===== src/rtl/prefetch_queue_if.sv =====
// Bus bundle for prefetch_queue: instruction-memory port, redirect input
// and the decode-facing queue head. The master modport is the queue side.
interface prefetch_queue_if #(
  parameter int XLEN  = 32,
  parameter int DEPTH = 4
);
  localparam int CW = $clog2(DEPTH) + 1;

  logic              mem_request;
  logic              mem_we_re;
  logic [XLEN/8-1:0] mem_mask;
  logic [XLEN-1:0]   mem_addr;
  logic              mem_valid;
  logic [XLEN-1:0]   mem_rdata;
  logic              redirect;
  logic [XLEN-1:0]   redirect_addr;
  logic              out_ready;
  logic              out_valid;
  logic [XLEN-1:0]   out_instr;
  logic [XLEN-1:0]   out_pc;
  logic [CW-1:0]     occupancy;

  modport master (
    output mem_request, mem_we_re, mem_mask, mem_addr,
    input  mem_valid, mem_rdata,
    input  redirect, redirect_addr,
    input  out_ready,
    output out_valid, out_instr, out_pc, occupancy
  );

  modport slave (
    input  mem_request, mem_we_re, mem_mask, mem_addr,
    output mem_valid, mem_rdata,
    output redirect, redirect_addr,
    output out_ready,
    input  out_valid, out_instr, out_pc, occupancy
  );
endinterface


===== src/rtl/prefetch_queue.sv =====
// Instruction prefetch queue: fetches sequential words into a DEPTH-entry
// FIFO with a single outstanding memory request, flushing on redirect.
// Optional macro PREFETCH_BYPASS_EN: an accepted response is forwarded
// straight to the head outputs when the queue is empty and decode is ready.
module prefetch_queue #(
  parameter int              XLEN     = 32,
  parameter int              DEPTH    = 4,
  parameter logic [XLEN-1:0] RESET_PC = '0
) (
  input  logic              clk,
  input  logic              rst,
  prefetch_queue_if.master  bus
);
  localparam int            AW   = $clog2(DEPTH);
  localparam int            CW   = AW + 1;
  localparam logic [CW-1:0] FULL = CW'(DEPTH);

  typedef enum logic [1:0] {IDLE, WAIT, DROP} state_t;

  state_t          state_q, state_d;
  logic [XLEN-1:0] pc_q, pc_d;      // next address to fetch (restart PC in DROP)
  logic [XLEN-1:0] addr_q, addr_d;  // address presented on the bus
  logic [AW-1:0]   rd_ptr_q, rd_ptr_d, wr_ptr_q, wr_ptr_d;
  logic [CW-1:0]   cnt_q, cnt_d;
  logic [XLEN-1:0] pc_mem    [DEPTH];
  logic [XLEN-1:0] instr_mem [DEPTH];

  logic [XLEN-1:0] redir_pc;
  logic            accept, byp, push, pop;

  assign redir_pc = bus.redirect_addr & ~XLEN'(3);
  assign accept   = (state_q == WAIT) && bus.mem_valid && !bus.redirect;
`ifdef PREFETCH_BYPASS_EN
  assign byp      = accept && (cnt_q == '0) && bus.out_ready;
`else
  assign byp      = 1'b0;
`endif
  assign push     = accept && !byp;
  assign pop      = (cnt_q != '0) && bus.out_ready && !bus.redirect;

  // Queue bookkeeping: redirect empties the queue and overrides any pop.
  always_comb begin
    cnt_d    = cnt_q;
    rd_ptr_d = rd_ptr_q;
    wr_ptr_d = wr_ptr_q;
    if (bus.redirect) begin
      cnt_d    = '0;
      rd_ptr_d = '0;
      wr_ptr_d = '0;
    end else begin
      if (push) wr_ptr_d = wr_ptr_q + 1'b1;
      if (pop)  rd_ptr_d = rd_ptr_q + 1'b1;
      cnt_d = cnt_q + CW'(push) - CW'(pop);
    end
  end

  // Fetch FSM: a new request only starts when the post-cycle queue has room.
  always_comb begin
    state_d = state_q;
    pc_d    = pc_q;
    unique case (state_q)
      IDLE: begin
        if (bus.redirect) pc_d = redir_pc;
        if (cnt_d < FULL) state_d = WAIT;
      end
      WAIT: begin
        if (bus.redirect) begin
          pc_d    = redir_pc;
          state_d = bus.mem_valid ? WAIT : DROP;
        end else if (bus.mem_valid) begin
          pc_d    = pc_q + XLEN'(4);
          state_d = (cnt_d < FULL) ? WAIT : IDLE;
        end
      end
      DROP: begin
        if (bus.redirect)  pc_d    = redir_pc;
        if (bus.mem_valid) state_d = WAIT;
      end
      default: state_d = IDLE;
    endcase
    // The stale request keeps its address until its response is discarded.
    addr_d = (state_d == DROP) ? addr_q : pc_d;
  end

  // Control state with asynchronous active-low reset.
  always_ff @(posedge clk or negedge rst) begin
    if (!rst) begin
      state_q  <= IDLE;
      pc_q     <= RESET_PC;
      addr_q   <= RESET_PC;
      cnt_q    <= '0;
      rd_ptr_q <= '0;
      wr_ptr_q <= '0;
    end else begin
      state_q  <= state_d;
      pc_q     <= pc_d;
      addr_q   <= addr_d;
      cnt_q    <= cnt_d;
      rd_ptr_q <= rd_ptr_d;
      wr_ptr_q <= wr_ptr_d;
    end
  end

  // Entry storage; contents are qualified by the count so no reset needed.
  always_ff @(posedge clk) begin
    if (push) begin
      pc_mem[wr_ptr_q]    <= addr_q;
      instr_mem[wr_ptr_q] <= bus.mem_rdata;
    end
  end

  assign bus.mem_request = (state_q != IDLE);
  assign bus.mem_we_re   = 1'b0;
  assign bus.mem_mask    = '1;
  assign bus.mem_addr    = addr_q;
  assign bus.occupancy   = cnt_q;
  assign bus.out_valid   = (cnt_q != '0) || byp;
  assign bus.out_instr   = byp ? bus.mem_rdata : instr_mem[rd_ptr_q];
  assign bus.out_pc      = byp ? addr_q        : pc_mem[rd_ptr_q];
endmodule


===== src/flat_wrapper.sv =====
// flat-port wrapper written by rule: the top's interface ports become plain ports
module prefetch_queue_flat 
#(
  parameter int              XLEN     = 32,
  parameter int              DEPTH    = 4,
  parameter logic [XLEN-1:0] RESET_PC = '0
)
  (clk, rst, bus_mem_request, bus_mem_we_re, bus_mem_mask, bus_mem_addr, bus_mem_valid, bus_mem_rdata, bus_redirect, bus_redirect_addr, bus_out_ready, bus_out_valid, bus_out_instr, bus_out_pc, bus_occupancy);
  prefetch_queue_if #(.XLEN(XLEN), .DEPTH(DEPTH)) bus_i ();
  input  logic clk;
  input  logic rst;
  output wire logic [$bits(bus_i.mem_request)-1:0] bus_mem_request;
  output wire logic [$bits(bus_i.mem_we_re)-1:0] bus_mem_we_re;
  output wire logic [$bits(bus_i.mem_mask)-1:0] bus_mem_mask;
  output wire logic [$bits(bus_i.mem_addr)-1:0] bus_mem_addr;
  input wire logic [$bits(bus_i.mem_valid)-1:0] bus_mem_valid;
  input wire logic [$bits(bus_i.mem_rdata)-1:0] bus_mem_rdata;
  input wire logic [$bits(bus_i.redirect)-1:0] bus_redirect;
  input wire logic [$bits(bus_i.redirect_addr)-1:0] bus_redirect_addr;
  input wire logic [$bits(bus_i.out_ready)-1:0] bus_out_ready;
  output wire logic [$bits(bus_i.out_valid)-1:0] bus_out_valid;
  output wire logic [$bits(bus_i.out_instr)-1:0] bus_out_instr;
  output wire logic [$bits(bus_i.out_pc)-1:0] bus_out_pc;
  output wire logic [$bits(bus_i.occupancy)-1:0] bus_occupancy;
  assign bus_mem_request = bus_i.mem_request;
  assign bus_mem_we_re = bus_i.mem_we_re;
  assign bus_mem_mask = bus_i.mem_mask;
  assign bus_mem_addr = bus_i.mem_addr;
  assign bus_i.mem_valid = bus_mem_valid;
  assign bus_i.mem_rdata = bus_mem_rdata;
  assign bus_i.redirect = bus_redirect;
  assign bus_i.redirect_addr = bus_redirect_addr;
  assign bus_i.out_ready = bus_out_ready;
  assign bus_out_valid = bus_i.out_valid;
  assign bus_out_instr = bus_i.out_instr;
  assign bus_out_pc = bus_i.out_pc;
  assign bus_occupancy = bus_i.occupancy;
  prefetch_queue #(.XLEN(XLEN), .DEPTH(DEPTH), .RESET_PC(RESET_PC)) u_core (.clk(clk), .rst(rst), .bus(bus_i));
endmodule

===== config.mk =====
export PLATFORM = sky130hd
export DESIGN_NAME = prefetch_queue_flat
export DESIGN_NICKNAME = d
export VERILOG_FILES = /design/src/rtl/prefetch_queue_if.sv /design/src/rtl/prefetch_queue.sv /design/src/flat_wrapper.sv
export SDC_FILE = /design/constraint.sdc
export NUM_CORES = 1
export LEC_CHECK = 0
export CAP_MARGIN = 10
export CORE_ASPECT_RATIO = 0.9
export CORE_MARGIN = 1
export CORE_UTILIZATION = 35
export DETAILED_ROUTE_END_ITERATION = 6
export PLACE_DENSITY_LB_ADDON = 0.2
export SKIP_CTS_REPAIR_TIMING = 1
export SLEW_MARGIN = 0
export SYNTH_ARGS = -nofsm -noshare
export SYNTH_HDL_FRONTEND = slang
export SYNTH_SLANG_ARGS = --single-unit

===== constraint.sdc =====
create_clock -name clk -period 4.7 [get_ports clk]
set_clock_uncertainty 0.1 [all_clocks]
set_input_delay 0.705 -clock clk [delete_from_list [all_inputs] [get_ports clk]]
set_output_delay 0.705 -clock clk [all_outputs]
set_load 0.02 [all_outputs]

==> results of run 1 <==
-- worst paths after layout --
| path | start | endpoint | slack, ns | cells past startpoint |
|---|---|---|---|---|
| max | u_core.rd_ptr_q[0] | bus_out_pc[19] | 1.05 | 3 |
| min | rst | u_core.bus.mem_addr[9] | 0.1 | 1 |
| max reg2reg | u_core.bus.occupancy[2] | u_core.state_q[0] | 1.36 | 13 |
| min reg2reg | u_core.pc_q[1] | u_core.pc_q[1] | 0.38 | 1 |
| max in group asynchronous | rst | u_core.rd_ptr_q[1] | 3.54 | 2 |
| min in group clk | u_core.pc_q[1] | u_core.pc_q[1] | 0.38 | 1 |
-- final cells by class --
cell class,count,area [sq um]
repair buffers,185,1854
inverters,14,52.55
multi-input cells,381,3567
clock buffers,55,1109
well taps,483,604.3
clock inverters,14,128.9
fillers,3315,20550
flip-flops and latches,329,9522
-- registers in the layout, summed over array words and instances, names as in the netlist --
name                  count
u_core.instr_mem        128
u_core.pc_mem           128
u_core.bus.mem_addr      32
u_core.pc_q              32
u_core.bus.occupancy      3
u_core.rd_ptr_q           2
u_core.state_q            2
u_core.wr_ptr_q           2
-- where the power goes --
group	switching (mW)	leakage (nW)	internal (mW)	total [mW]
clock network	1.15	0.608	1.75	2.91
logic	1.36	1.84	1.31	2.67
registers	0.442	3.18	3.60	4.04
-- routing by layer --
layer	wire, um	vias up
met5	0	-
met4	558	0
met3	1848	43
met2	14590	258
met1	14910	3914
li1	-	3444
-- kinds of logic after synthesis --
family,count (synthesis),share of synthesized area
buffers and inverters,60,0.01871
adders and majority gates,9,0.008837
DFF,329,0.7149
muxes,95,0.1343
other,2,0.0005643
xor gates and xnor gates,11,0.007239
AOI/OAI and AO/OA,88,0.04672
and+or+nand+nor,173,0.06872
-- cells in the final DEF, fill, tap and decap left out, drive strengths merged, types with 4 or more instances in the layout --
master,count
inv,16
a311oi,4
nor3,19
mux2,29
nor4,15
clkinv,9
a21oi,19
buf,19
xor2,4
nor2,35
or3,7
a31oi,6
ha,7
clkbuf,55
dfrtp,73
edfxtp,256
nand4,12
conb,5
a211oi,4
and3,4
nand2,32
and2,10
o32ai,6
xnor2,7
o21ai,9
clkdlybuf4s50,166
mux4,64
o22ai,11
nand3,17
-- through the flow --
| stage | power [mW] | cells | hold WS, ns |
|---|---|---|---|
| 3_5_place_dp | 6.820 | 1392 | 0.3694 |
| 6_report | 9.622 | 1461 | 0.09808 |
| 3_3_place_gp | 6.801 | 1392 | 0.3700 |
| 4_1_cts | 9.767 | 1461 | 0.1220 |
| 5_1_grt | 10.07 | 1461 | 0.1402 |
| 2_1_floorplan | 5.530 | 770 | 0.3094 |
==> metrics.txt, run 1 <==
# TYPE chip_impl_metric gauge
chip_impl_metric{name="drc",unit=""} 0
chip_impl_metric{name="achievable-frequency",unit="GHz"} 0.2737
chip_impl_metric{name="gp_routability_congestion",unit=""} 0.8846
chip_impl_metric{name="postLayoutSetupSlackWorst",unit="ns"} 1.046
chip_impl_metric{name="hold_viol_final",unit=""} 0
chip_impl_metric{name="synth_edf_count",unit=""} 256
chip_impl_info{name="crit_chain",value="buf_4 > mux4_2 > clkdlybuf4s50_1"} 1
chip_impl_metric{name="design.die.area",unit="sq um"} 38810
chip_impl_info{name="path_class",value="reg2out"} 1
chip_impl_metric{name="crit_path_max_incr_delay",unit="ns"} 0.70
chip_impl_metric{name="clock_tree.buffer_depth",unit=""} 3
chip_impl_info{name="synth_top_cells_by_area",value="sky130_fd_sc_hd__edfxtp_1 58%, sky130_fd_sc_hd__dfrtp_1 14%, sky130_fd_sc_hd__mux4_2 11%"} 1
chip_impl_metric{name="boundaryPins",unit=""} 175
chip_impl_metric{name="syn-cell-area",unit="sq um"} 13310
chip_impl_metric{name="hpwl_reported_at_the_end_of_detailed_placement",unit="um"} 20000
chip_impl_info{name="min_path_type",value="in2async"} 1
chip_impl_metric{name="drv.max_cap_violation_count",unit=""} 0
chip_impl_info{name="grt_setup_unrepaired",value="no"} 1
chip_impl_info{name="crit_path_start_kind",value="register"} 1
chip_impl_info{name="critical_path_slowest_stage_cell",value="sky130_fd_sc_hd__dfrtp_4"} 1
chip_impl_metric{name="num_rows",unit=""} 67
chip_impl_metric{name="inserted_clock_buffers",unit=""} 38
chip_impl_metric{name="proportion_of_register_bits_with_asynchronous_set_or_reset_after_synthesis",unit=""} 0.2219
chip_impl_metric{name="worst_endpoint_data_arrival_time",unit="ns"} 2.85
chip_impl_metric{name="maximum_number_of_pins_on_one_net_before_global_route_repair",unit=""} 66
chip_impl_metric{name="globalRouteMet1Util",unit=""} 0.2412
chip_impl_metric{name="fp.dieH",unit="um"} 187.0
chip_impl_metric{name="use_met3",unit=""} 0.03677
chip_impl_metric{name="cp_data_required_time",unit="ns"} 3.89
chip_impl_metric{name="power.leakage",unit="nW"} 5.634
chip_impl_metric{name="clk_transition_reported_paths",unit="ns"} 0.06
chip_impl_metric{name="io_buffer_count",unit=""} 167
chip_impl_metric{name="synth_cells",unit=""} 767
chip_impl_metric{name="core_region_area",unit="sq um"} 37390
chip_impl_metric{name="design.final.nets",unit=""} 1026
chip_impl_metric{name="synth_top_cell_area_share",unit=""} 0.5776
chip_impl_metric{name="antenna_violating_nets_post_route",unit=""} 0
chip_impl_metric{name="drt-initial-drc-count",unit=""} 602
chip_impl_metric{name="yosys_register_bits",unit=""} 329
chip_impl_metric{name="finish.utilization",unit=""} 0.4503
chip_impl_metric{name="placedInstanceArea",unit="sq um"} 15600
chip_impl_metric{name="place_worst_setup_slack",unit="ns"} 0.8613
chip_impl_metric{name="globalRouteOverflowTotal",unit=""} 0
chip_impl_metric{name="detail_route.first_pass.iterations",unit=""} 5
chip_impl_metric{name="route.vias.total",unit=""} 7659
chip_impl_metric{name="setup_tns",unit="ns"} 0
chip_impl_metric{name="via_count_of_the_first_global_routing_pass",unit=""} 7838
chip_impl_metric{name="final_layout_size_suffix_gt1_frac",unit=""} 0.1912
chip_impl_metric{name="min_period",unit="ns"} 3.654
chip_impl_metric{name="global_route_wire_length_before_repair",unit="um"} 48800
chip_impl_metric{name="yosys_warnings",unit=""} 0
chip_impl_metric{name="cts_num_sinks",unit=""} 329
chip_impl_metric{name="drt-vias-per-instance",unit=""} 5.242
chip_impl_metric{name="use_met2",unit=""} 0.2498
chip_impl_info{name="busiest_layer",value="met2"} 1
chip_impl_metric{name="flow.area_growth_from_synthesis",unit="%"} 26.51
chip_impl_metric{name="grt.total_usage",unit=""} 0.1659
chip_impl_metric{name="worst_skew_pair.late_latency",unit="ns"} 0.54
chip_impl_metric{name="synth.yosys.seq_area_share",unit=""} 0.7149
chip_impl_info{name="synth_largest_area_cell",value="sky130_fd_sc_hd__edfxtp_1"} 1
chip_impl_metric{name="count_of_buffer_and_inverter_cells_on_the_critical_path",unit=""} 2
chip_impl_metric{name="start_util",unit=""} 0.3560
chip_impl_metric{name="slew_at_the_pin_closest_to_its_max_slew_limit",unit="ns"} 1.058
chip_impl_metric{name="wl_per_cell",unit="um"} 21.84
chip_impl_metric{name="average_cell_area_after_synthesis",unit="sq um"} 17.35
chip_impl_info{name="run_status",value="finished clean"} 1
chip_impl_metric{name="slew_headroom",unit=""} 0.2949
chip_impl_info{name="cp_endpoint_kind",value="output port"} 1
chip_impl_info{name="cts_tree",value="done"} 1
chip_impl_info{name="synth_common_cells",value="256 x sky130_fd_sc_hd__edfxtp_1, 73 x sky130_fd_sc_hd__dfrtp_1, 64 x sky130_fd_sc_hd__mux4_2"} 1
chip_impl_metric{name="antenna_found_initial",unit=""} 0
chip_impl_metric{name="cts.htree.levels",unit=""} 2
chip_impl_metric{name="cp_max_fo",unit=""} 21
chip_impl_info{name="synthFlopType",value="sky130_fd_sc_hd__edfxtp_1"} 1
chip_impl_metric{name="irDropWorstVdd",unit="uV"} 256.1
chip_impl_metric{name="fp.dieW",unit="um"} 207.6
chip_impl_metric{name="report.final.slew_viol_count",unit=""} 0
chip_impl_metric{name="setup_violations",unit=""} 0
chip_impl_metric{name="number_of_distinct_library_cell_variants_in_the_gate_level_netlist_after_synthesis",unit=""} 65
chip_impl_metric{name="power-per-cell-area",unit="nW/um^2"} 571.5
chip_impl_metric{name="finalInstanceArea",unit="sq um"} 16840
chip_impl_metric{name="antenna_cells_inserted",unit=""} 0
chip_impl_info{name="cts_root_buf",value="sky130_fd_sc_hd__clkbuf_16"} 1
chip_impl_info{name="synthMostInstantiatedCell",value="sky130_fd_sc_hd__edfxtp_1"} 1
chip_impl_metric{name="finalWirelength",unit="um"} 31910
chip_impl_info{name="cpLargestDelayFamily",value="buffers and inverters"} 1
chip_impl_metric{name="timing.final.crit_share",unit=""} 0.7774
(Power assumes the default switching activity.)
==> run 2: changes to the inputs <==
==> constraint.sdc (replaced) <==
create_clock -name clk -period 3 [get_ports clk]
set_clock_uncertainty 0.1 [all_clocks]
set_input_delay 0.45 -clock clk [delete_from_list [all_inputs] [get_ports clk]]
set_output_delay 0.45 -clock clk [all_outputs]
set_load 0.02 [all_outputs]
==> run 2 against run 1 <==
Net effect:
- cell area is 2.3% higher
- routed wire length increased by 1.3%
- sequential power grew 54%
- cell count is 2.5% higher
- global-route usage grew 0.21 points
- clock-buffer cell count fell by 6
- hold slack gained 0.28 ns
- register-to-register slack got worse by 1.3 ns
- largest power group unchanged
==> metrics.txt, run 2 (same netlist as run 1, synthesis figures left out) <==
# TYPE chip_impl_metric gauge
chip_impl_info{name="run_status",value="finished clean"} 1
chip_impl_metric{name="fp.dieW",unit="um"} 207.6
chip_impl_metric{name="route.vias.total",unit=""} 7776
chip_impl_metric{name="num_rows",unit=""} 67
chip_impl_metric{name="min_period",unit="ns"} 2.925
chip_impl_metric{name="cts.htree.levels",unit=""} 2
chip_impl_metric{name="slew_at_the_pin_closest_to_its_max_slew_limit",unit="ns"} 0.6124
chip_impl_metric{name="gp_routability_congestion",unit=""} 0.8879
chip_impl_metric{name="hold_viol_final",unit=""} 0
chip_impl_metric{name="achievable-frequency",unit="GHz"} 0.3419
chip_impl_info{name="most-common-layout-cells",value="256 x sky130_fd_sc_hd__edfxtp_1, 149 x sky130_fd_sc_hd__clkdlybuf4s50_1, 71 x sky130_fd_sc_hd__dfrtp_1"} 1
chip_impl_metric{name="worst_endpoint_data_arrival_time",unit="ns"} 2.37
chip_impl_info{name="grt_setup_unrepaired",value="yes"} 1
chip_impl_metric{name="hold_ws",unit="ns"} 0.3752
chip_impl_metric{name="design.die.area",unit="sq um"} 38810
chip_impl_metric{name="power-per-cell-area",unit="nW/um^2"} 872.8
chip_impl_metric{name="design.final.nets",unit=""} 1067
chip_impl_info{name="cts_tree",value="done"} 1
chip_impl_info{name="path_class",value="reg2out"} 1
chip_impl_metric{name="fillers",unit=""} 3254
chip_impl_info{name="critical_path_slowest_stage_cell",value="sky130_fd_sc_hd__clkdlybuf4s50_1"} 1
chip_impl_metric{name="via_count_of_the_first_global_routing_pass",unit=""} 8009
chip_impl_metric{name="inserted_clock_buffers",unit=""} 36
chip_impl_metric{name="antenna_violating_nets_post_route",unit=""} 0
chip_impl_metric{name="io_buffer_count",unit=""} 167
chip_impl_metric{name="setup.reg_to_reg.worst_slack",unit="ns"} 0.11
chip_impl_metric{name="report.final.slew_viol_count",unit=""} 0
chip_impl_info{name="cp_endpoint_kind",value="output port"} 1
chip_impl_metric{name="finalInstanceArea",unit="sq um"} 17220
chip_impl_metric{name="worst_skew_pair.late_latency",unit="ns"} 0.52
chip_impl_metric{name="clk_transition_reported_paths",unit="ns"} 0.06
chip_impl_metric{name="antenna_cells_inserted",unit=""} 0
chip_impl_info{name="cts_root_buf",value="sky130_fd_sc_hd__clkbuf_16"} 1
chip_impl_metric{name="global_route_wire_length_before_repair",unit="um"} 49650
chip_impl_metric{name="place_worst_setup_slack",unit="ns"} -0.1867
chip_impl_metric{name="irDropWorstVdd",unit="uV"} 576.7
chip_impl_metric{name="hpwl_reported_at_the_end_of_detailed_placement",unit="um"} 21500
chip_impl_metric{name="drc",unit=""} 0
chip_impl_metric{name="multiInputGateArea",unit="sq um"} 3580
chip_impl_metric{name="setup_violations",unit=""} 0
chip_impl_metric{name="slew_headroom",unit=""} 0.5918
chip_impl_metric{name="wl_per_cell",unit="um"} 21.60
chip_impl_metric{name="flow.area_growth_from_synthesis",unit="%"} 29.37
chip_impl_metric{name="cp_max_fo",unit=""} 16
chip_impl_metric{name="power.leakage",unit="nW"} 5.962
chip_impl_metric{name="drt-vias-per-instance",unit=""} 5.194
chip_impl_metric{name="boundaryPins",unit=""} 175
chip_impl_metric{name="globalRouteOverflowTotal",unit=""} 0
chip_impl_metric{name="antenna_found_initial",unit=""} 0
chip_impl_info{name="final_common_cell",value="sky130_fd_sc_hd__edfxtp_1"} 1
chip_impl_info{name="crit_path_start_kind",value="register"} 1
chip_impl_metric{name="power",unit="mW"} 15.03
chip_impl_metric{name="core_region_area",unit="sq um"} 37390
chip_impl_info{name="layout_top_registers",value="u_core.instr_mem x128, u_core.pc_mem x128"} 1
chip_impl_metric{name="start_util",unit=""} 0.3560
chip_impl_info{name="crit_chain",value="buf_16 > mux4_2 > clkdlybuf4s50_1"} 1
chip_impl_metric{name="maximum_number_of_pins_on_one_net_before_global_route_repair",unit=""} 45
chip_impl_metric{name="final_layout_size_suffix_gt1_frac",unit=""} 0.2189
chip_impl_metric{name="clock_tree.buffer_depth",unit=""} 3
chip_impl_info{name="min_path_type",value="in2async"} 1
chip_impl_metric{name="drt-initial-drc-count",unit=""} 506
chip_impl_metric{name="drv.max_cap_violation_count",unit=""} 0
chip_impl_metric{name="finalWirelength",unit="um"} 32330
chip_impl_metric{name="crit_path_max_incr_delay",unit="ns"} 0.60
chip_impl_metric{name="placedInstanceArea",unit="sq um"} 16000
chip_impl_metric{name="cts_num_sinks",unit=""} 329
chip_impl_metric{name="cp_data_required_time",unit="ns"} 2.45
chip_impl_metric{name="finish.utilization",unit=""} 0.4605
chip_impl_metric{name="grt.total_usage",unit=""} 0.1679
chip_impl_metric{name="final-seq-area",unit="sq um"} 9522
chip_impl_metric{name="fp.dieH",unit="um"} 187.0
chip_impl_metric{name="timing.final.crit_share",unit=""} 0.9749
chip_impl_metric{name="postLayoutSetupSlackWorst",unit="ns"} 0.07521
chip_impl_metric{name="detail_route.first_pass.iterations",unit=""} 5
## run 2: cell count changes in the layout (fill, tap and decap cells not counted), moves of 2 or more
cell / delta
sky130_fd_sc_hd__clkdlybuf4s50_1: -17
sky130_fd_sc_hd__dlymetal6s2s_1: +17
sky130_fd_sc_hd__clkinv_1: +3
sky130_fd_sc_hd__clkbuf_16: -3
sky130_fd_sc_hd__buf_12: +6
sky130_fd_sc_hd__clkinv_2: -2
sky130_fd_sc_hd__clkbuf_8: -2
sky130_fd_sc_hd__buf_4: +33
## run 2: area by class of cell
class                           count  share of cell area
Tap cell                          483             0.03510
Inverter                           14            0.003052
Clock buffer                       49             0.05697
Clock inverter                     13            0.007921
Timing Repair Buffer              228              0.1360
Sequential cell                   329              0.5530
Multi-Input combinational cell    381              0.2079
## run 2: worst max-delay path, delay by kind of cell (launching register included)
kind | cells | cell delay, ns
mux | 1 | 0.52
flops | 1 | 0.52
buf+inv | 2 | 0.81
## run 2: metal layers
| metal | share of wire | routed length (um) | global-route usage | up-vias |
|---|---|---|---|---|
| met1 | 0.47 | 15360 | 0.2430 | 3987 |
| met2 | 0.46 | 14960 | 0.2629 | 225 |
| met5 | 0 | 0 | 0 | - |
| li1 | - | - | - | 3515 |
| met3 | 0.043 | 1392 | 0.02804 | 49 |
| met4 | 0.019 | 620 | 0.04420 | 0 |
## run 2: power breakdown
part           switching [mW]  internal, mW  total (mW)
clock                    1.72          2.54        4.26
combinational            2.32          2.24        4.56
sequential              0.567          5.64        6.21
total                    4.61          10.4        15.0
## run 2: final timing paths
kind                       cells after the start                    start                 endpoint
min in group clk                               1           u_core.pc_q[1]           u_core.pc_q[1]
min                                            2                      rst   u_core.bus.mem_addr[9]
max                                            3       u_core.rd_ptr_q[0]           bus_out_pc[18]
max in group asynchronous                      3                      rst  u_core.bus.mem_addr[25]
min reg2reg                                    1           u_core.pc_q[1]           u_core.pc_q[1]
max reg2reg                                   14  u_core.bus.occupancy[2]        u_core.state_q[0]
## run 2: stage by stage
| step | setup TNS [ns] | std cells |
|---|---|---|
| 5_1_grt | -0.02654 | 1497 |
| 4_1_cts | -0.2095 | 1495 |
| 3_3_place_gp | -0.1789 | 1433 |
| 6_report | 0 | 1497 |
| 2_1_floorplan | 0 | 770 |
| 3_5_place_dp | -0.2349 | 1433 |
